**src/rtl/multi_max_pulse.sv**
```systemverilog
// N-channel max/min selector that emits a pulse on `out` lasting V cycles, where V is the selected value.
// Optional macro MULTI_MAX_PULSE_DONE_EN adds a one-cycle `done` strobe after each completed transaction.
//
// state | meaning
// IDLE  | rfd=1, waiting for all dav bits high to capture the selected value
// ACK   | value captured, waiting for all dav bits low
// PULSE | out=1, counting down from the captured value to 1
module multi_max_pulse #(
    parameter int N = 2,
    parameter int W = 8
) (
    input  logic           clock,
    input  logic           reset,
    input  logic [N-1:0]   dav,
    input  logic [N*W-1:0] x,
    input  logic           mode,
    output logic           rfd,
    output logic           out,
`ifdef MULTI_MAX_PULSE_DONE_EN
    output logic           done,
`endif
    output logic           busy
);

    typedef enum logic [1:0] {
        IDLE  = 2'd0,
        ACK   = 2'd1,
        PULSE = 2'd2
    } state_t;

    state_t         state;
    state_t         state_nxt;
    logic [W-1:0]   value;
    logic [W-1:0]   count;
    logic [W-1:0]   sel;
    logic           all_hi;
    logic           all_lo;
    logic           value_zero;
    logic           count_last;

    assign all_hi     = &dav;
    assign all_lo     = ~|dav;
    assign value_zero = (value == '0);
    assign count_last = (count == W'(1));

    // The borrow out of the extended subtraction is the unsigned a < b flag.
    function automatic logic less(input logic [W-1:0] a, input logic [W-1:0] b);
        logic [W:0] diff;
        diff = {1'b0, a} - {1'b0, b};
        return diff[W];
    endfunction

    always_comb begin
        sel = x[W-1:0];
        for (int i = 1; i < N; i++) begin
            if (mode ? less(x[i*W +: W], sel) : less(sel, x[i*W +: W]))
                sel = x[i*W +: W];
        end
    end

    always_ff @(posedge clock or posedge reset) begin
        if (reset)
            state <= IDLE;
        else
            state <= state_nxt;
    end

    always_comb begin
        state_nxt = state;
        case (state)
            IDLE:    if (all_hi) state_nxt = ACK;
            ACK:     if (all_lo) state_nxt = value_zero ? IDLE : PULSE;
            PULSE:   if (count_last) state_nxt = IDLE;
            default: state_nxt = IDLE;
        endcase
    end

    always_comb begin
        rfd  = (state == IDLE);
        out  = (state == PULSE);
        busy = (state != IDLE);
    end

    always_ff @(posedge clock or posedge reset) begin
        if (reset) begin
            value <= '0;
            count <= '0;
        end else begin
            if (state == IDLE && all_hi)
                value <= sel;
            if (state == ACK && all_lo && !value_zero)
                count <= value;
            else if (state == PULSE && !count_last)
                count <= count - W'(1);
        end
    end

`ifdef MULTI_MAX_PULSE_DONE_EN
    always_ff @(posedge clock or posedge reset) begin
        if (reset)
            done <= 1'b0;
        else
            done <= (state == ACK && all_lo && value_zero) ||
                    (state == PULSE && count_last);
    end
`endif

endmodule

```
**config.mk**
```make
export PLATFORM = sky130hd
export DESIGN_NAME = multi_max_pulse
export DESIGN_NICKNAME = d
export VERILOG_FILES = /design/src/rtl/multi_max_pulse.sv
export SDC_FILE = /design/constraint.sdc
export NUM_CORES = 1
export LEC_CHECK = 0
export CAP_MARGIN = 10
export CORE_ASPECT_RATIO = 0.6
export CORE_UTILIZATION = 55
export CTS_BUF_LIST = sky130_fd_sc_hd__clkbuf_8
export CTS_CLUSTER_SIZE = 40
export DETAILED_ROUTE_END_ITERATION = 10
export PLACE_DENSITY = 0.83
export SYNTH_ARGS = -nofsm -noshare
export SYNTH_HDL_FRONTEND = slang
export SYNTH_SLANG_ARGS = --single-unit
```
**constraint.sdc**
```tcl
create_clock -name clock -period 2.1 [get_ports clock]
set_input_delay 0.315 -clock clock [delete_from_list [all_inputs] [get_ports clock]]
set_output_delay 0.315 -clock clock [all_outputs]
set_load 0.01 [all_outputs]
```
== Word level (Yosys, flattened, before mapping) ==
Index checks and enable logic that the tools add are counted.

* Flip-flop bits (word level): 18
* Bits of input ports: 21
* Logic and storage cells: 35
* Output and inout port bits: 3

* Mux-type cells: 9
* $add $sub $neg: 3
* Eq/ne operators: 6
* Reductions and logical operators: 14

{| class="wikitable"
|+ Operators by type and width
! cell !! count
|-
| 8-bit 2-to-1 mux || 3
|-
| 8-bit by 8-bit subtractor with 9-bit output || 2
|-
| 8-bit by 1-bit equality test with 1-bit output (second input constant) || 1
|-
| 8-bit zero test || 1
|-
| 2-bit 2-to-1 mux || 4
|-
| 8-bit by 1-bit subtractor with 8-bit output (second input constant) || 1
|-
| 2-bit case mux with 3 select lines || 1
|-
| 1-bit logical AND || 4
|-
| 2-bit by 1-bit != test with 1-bit output (second input constant) || 2
|-
| 2-bit nonzero test || 2
|-
| 1-bit zero test || 3
|-
| 3-bit AND reduction || 1
|-
| 2-bit by 1-bit equality test with 1-bit output (second input constant) || 1
|-
| 2-bit equality test (second input constant) || 1
|-
| 2-bit zero test || 1
|-
| 2-bit != test (second input constant) || 1
|-
| 2-bit AND reduction || 1
|-
| 2-bit OR reduction || 1
|-
| 1-bit 2-to-1 mux || 1
|}

== Logic depth before layout (Yosys ltp) ==
* Depth in word-level cells: 5
* Depth in mapped cells: 7
* Mapped depth without buffers: 7

== Worst setup path before layout ==
OpenSTA, ideal clock, no wires.

* Path type: input port to flip-flop
* Start point: input x[6]
* End point: register value[0]
* Arrival time: 1.591 ns
* Cell stages on the path: 7
* Library setup time: 0.082 ns
* Setup slack: 0.427 ns
* Buffers on the path: 0
* Required time: 2.018 ns
* Cell sequence: inv_1 ha_1 a21o_1 a211oi_1 o21a_1 o21ai_0 a31oi_1

* Cells in the longest elaborated chain, start to end: 3
* Elaborated cells on any way between the ends: 4
* Classes of those cells: add/sub (2); mux (2)

{| class="wikitable"
|+ Ends and longest elaborated chain
! item !! line !! source
|-
| from (decl) || 15 || <nowiki>input logic [N*W-1:0] x,</nowiki>
|-
| 8-bit by 8-bit subtractor with 9-bit output || 49 || <nowiki>diff = {1'b0, a} - {1'b0, b};</nowiki>
|-
| 1-bit 2-to-1 mux * || 56 || <nowiki>if (mode ? less(x[i*W +: W], sel) : less(sel, x[i*W +: W]))</nowiki>
|-
| 8-bit 2-to-1 mux * || 56 ||
|-
| to (signal assigned) || 90 || <nowiki>value <= sel;</nowiki>
|-
| to (decl) || 33 || <nowiki>logic [W-1:0] value;</nowiki>
|}

Mark *: on every way between the ends. The rest lies on a longest branch, timed or not.
A chain may end at the register's enable or synchronous reset.

== Worst setup path in the final report ==
* Start point: input x[2]
* End point: register value[0]

Same word-level chain as after synthesis.

==> insert_results.sql <==
INSERT INTO impl_metrics (metric_group, metric, value, unit) VALUES
('route', 'route.antenna.remaining_nets', '0', ''),
('yosys', 'yosys_register_bits', '18', ''),
('place', 'dp.final_hpwl', '2770', 'microns'),
('power', 'power.leakage', '0.850', 'nW'),
('worst_setup_path', 'setup.worst_path.start_class', 'primary input', ''),
('yosys', 'syn-instance-count', '161', ''),
('clock_network', 'worstSkewPairLatency', '260', 'ps'),
('yosys', 'mappedNetlistArea', '1390', 'sq um'),
('clock_network', 'cts.sink_count', '18', ''),
('grt', 'via_count_of_the_first_global_routing_pass', '1199', ''),
('route', 'routedWlPerCell', '16.2', 'microns'),
('clock_network', 'clock_tree.root_cell', 'clkbuf_8', ''),
('min_path', 'hp-class', 'primary input to asynchronous set/reset pin', ''),
('power', 'worst_ir_drop_vdd', '0.000814', 'V'),
('sta', 'totalNegativeSetupSlack', '0', 'ps'),
('yosys', 'mappedNetlistNets', '198', ''),
('clock_network', 'clkSlewWorstSetupHoldPaths', '70', 'ps'),
('clock_network', 'htree_num_levels', '1', ''),
('worst_setup_path', 'reg2reg_slack', '330', 'ps'),
('floorplan', 'start_util', '61.0', '%'),
('grt', 'number_of_antenna_violations_at_the_first_check_in_global_routing', '0', ''),
('yosys', 'ys_async_sr_fraction', '100', '%'),
('yosys', 'synth.yosys.warnings', '0', ''),
('clock_network', 'tritoncts_clock_tree', 'yes', ''),
('floorplan', 'coreArea', '2280', 'sq um'),
('sta', 'timing.final.setup_violations', '0', ''),
('sta', 'hold_viol_final', '0', ''),
('yosys', 'synth_cell_types', '37', ''),
('worst_setup_path', 'timing.reg2reg.worst_path_depth', '5', ''),
('route', 'remaining_drc_errors', '0', ''),
('power', 'p_total', '1.82', 'mW'),
('route', 'viasPerCell', '5.89', ''),
('power', 'power.density', '984', 'nW/um^2'),
('clock_network', 'numCtsBuffers', '3', ''),
('yosys', 'synth-edff-count', '0', ''),
('sta', 'timing.final.crit_share', '99.9', '%'),
('grt', 'wire_length_of_the_first_global_routing_pass', '5690', 'microns'),
('route', 'drt-total-wl', '3730', 'microns'),
('floorplan', 'num_rows', '13', ''),
('flow_run', 'maxCapViolations', '0', ''),
('yosys', 'synth_top_flop_cell', 'dfrtp_1', ''),
('final_layout', 'final_core_utilization', '81.2', '%'),
('final_layout', 'final_net_count', '238', ''),
('place', 'io_buffer_count', '23', ''),
('final_layout', 'final_layout_size_suffix_gt1_share', '18.0', '%'),
('final_layout', 'diodes', '0', ''),
('worst_setup_path', 'setup.worst_path.class', 'primary input to flop', ''),
('final_layout', 'postLayoutCellArea', '1850', 'sq um'),
('floorplan', 'die_y', '40.9', 'microns'),
('floorplan', 'ioPinCount', '24', ''),
('floorplan', 'die_area', '2740', 'sq um'),
('sta', 'max_slew_margin', '54.6', '%'),
('clock_network', 'cts.hold.buffers_added', '0', ''),
('final_layout', 'mostFrequentLayoutCell', 'clkdlybuf4s50_1', ''),
('final_layout', 'layout_common_cells', '23 x clkdlybuf4s50_1, 20 x inv_1, 18 x nor2_1, 18 x dfrtp_1, 15 x ha_1', ''),
('route', 'drt_pre_antenna_iters', '4', ''),
('clock_network', 'max-clock-path-buffers', '2', ''),
('sta', 'timing_worst_slew_pin_value', '680', 'ps'),
('worst_setup_path', 'worstPathArrival', '2260', 'ps'),
('sta', 'fmax', '477', 'MHz'),
('sta', 'timing_max_transition_violations_final', '0', ''),
('route', 'dr.first_iter.drc_count', '135', ''),
('route', 'routed-via-count', '1355', ''),
('yosys', 'yosysSeqAreaShare', '32.4', '%'),
('worst_setup_path', 'critical_path_required', '2260', 'ps'),
('floorplan', 'die_x', '66.9', 'microns'),
('sta', 'final.setup_skew', '4.35', 'ps'),
('status', 'run_status', 'completed', ''),
('place', 'place_area', '1750', 'sq um'),
('grt', 'track_usage', '30.1', '%'),
('final_layout', 'area_growth_syn_to_layout', '33.2', '%'),
('grt', 'globalRouteOverflowTotal', '0', ''),
('sta', 'final_period_minus_worst_setup_slack', '2100', 'ps'),
('place', 'gp_congestion', '0.850', ''),
('worst_setup_path', 'critical_path.endpoint_type', 'flop', ''),
('worst_setup_path', 'timing.rr.start', 'count[3]', ''),
('clock_network', 'post-cts-setup-buffers', '0', ''),
('yosys', 'avgSynthCellArea', '8.63', 'sq um'),
('grt', 'pin_count_of_the_biggest_net_entering_global_routing', '19', ''),
('worst_setup_path', 'worstPathMaxFanout', '8', ''),
('worst_setup_path', 'worst_reg2reg_path_endpoint', 'count[2]', '');
## sequential cells by signal (all words and copies together) (netlist names)
register,flops
state,2
count,8
value,8
## logic make-up after synthesis
family,count (synthesis),synth area share [%]
AND/OR/NAND/NOR,52,20.2
XOR/XNOR,1,0.631
flip-flops,18,32.4
AO/OA/AOI/OAI,50,25.5
adder cells (fa/ha/maj),16,14.4
buffers and inverters,24,6.85
## worst max-delay path: stages
cell	delay, ps
clkdlybuf4s50_1	470
inv_1	60
ha_1	290
nand2_1	80
o31a_1	340
o21ai_2	190
buf_6	160
nand3_1	120
a31oi_1	230
## stage by stage
stage / cells / worst slack, ps / hold slack, ps
floorplan: 161 / 427 / 254
global placement: 226 / -200 / 499
global route: 230 / -67.6 / 530
finish: 230 / 1.57 / 458
CTS: 230 / 32.9 / 483
detailed placement: 226 / -263 / 500
## cell usage after synthesis, types with 2 or more instances
master,n,area (sq um)
and3_1,2,12.5
o211ai_1,3,22.5
nor2_1,18,67.6
o21ai_2,2,17.5
o21ai_1,3,15.0
o31a_1,2,17.5
nand3_1,9,45.0
a21o_1,2,15.0
a211oi_1,3,22.5
nor3b_1,2,15.0
nand2b_1,3,18.8
dfrtp_1,18,450
inv_1,20,75.1
a31oi_1,8,50.1
o21ai_0,13,65.1
ha_1,16,200
a21oi_1,5,25.0
nand2_1,9,33.8
nor4_1,4,25.0
o21a_1,2,15.0
## cell type report
class / instances / area (sq um)
multi-input combinational: 119 / 881
sequential: 18 / 450
fill: 161 / 428
timing repair buffer: 38 / 347
inverter: 21 / 78.8
clock buffer: 4 / 55.1
tap: 30 / 37.5
## routing by layer
| metal | global-route usage (%) | vias to the layer above | wire length, microns |
|---|---|---|---|
| li1 | - | 651 | - |
| met1 | 38.6 | 622 | 1720 |
| met2 | 50.0 | 64 | 1640 |
| met3 | 7.22 | 18 | 249 |
| met4 | 12.2 | 0 | 119 |
| met5 | 0 | - | 0 |
## worst max path at each step
stage / start / to / slack, ps / depth (start not counted)
after floorplan: x[6] / value[0] / 430 / 7
after global placement: x[6] / value[2] / -200 / 8
after detailed placement: x[3] / value[7] / -260 / 8
after CTS: x[6] / value[7] / 30 / 8
after global routing: x[2] / value[0] / -70 / 9
final: x[2] / value[0] / 2 / 9
## repair_timing
item | CTS | global route
setup endpoints to repair | 5 | 8
gates cloned | 0 | 0
resized for setup | 3 | 10
pin swaps | 0 | 5
## power by group
| part | internal [mW] | switching [mW] |
|---|---|---|
| clock | 0.167 | 0.115 |
| combinational | 0.388 | 0.456 |
| sequential | 0.514 | 0.182 |
Power figures use the tool's default switching activity.
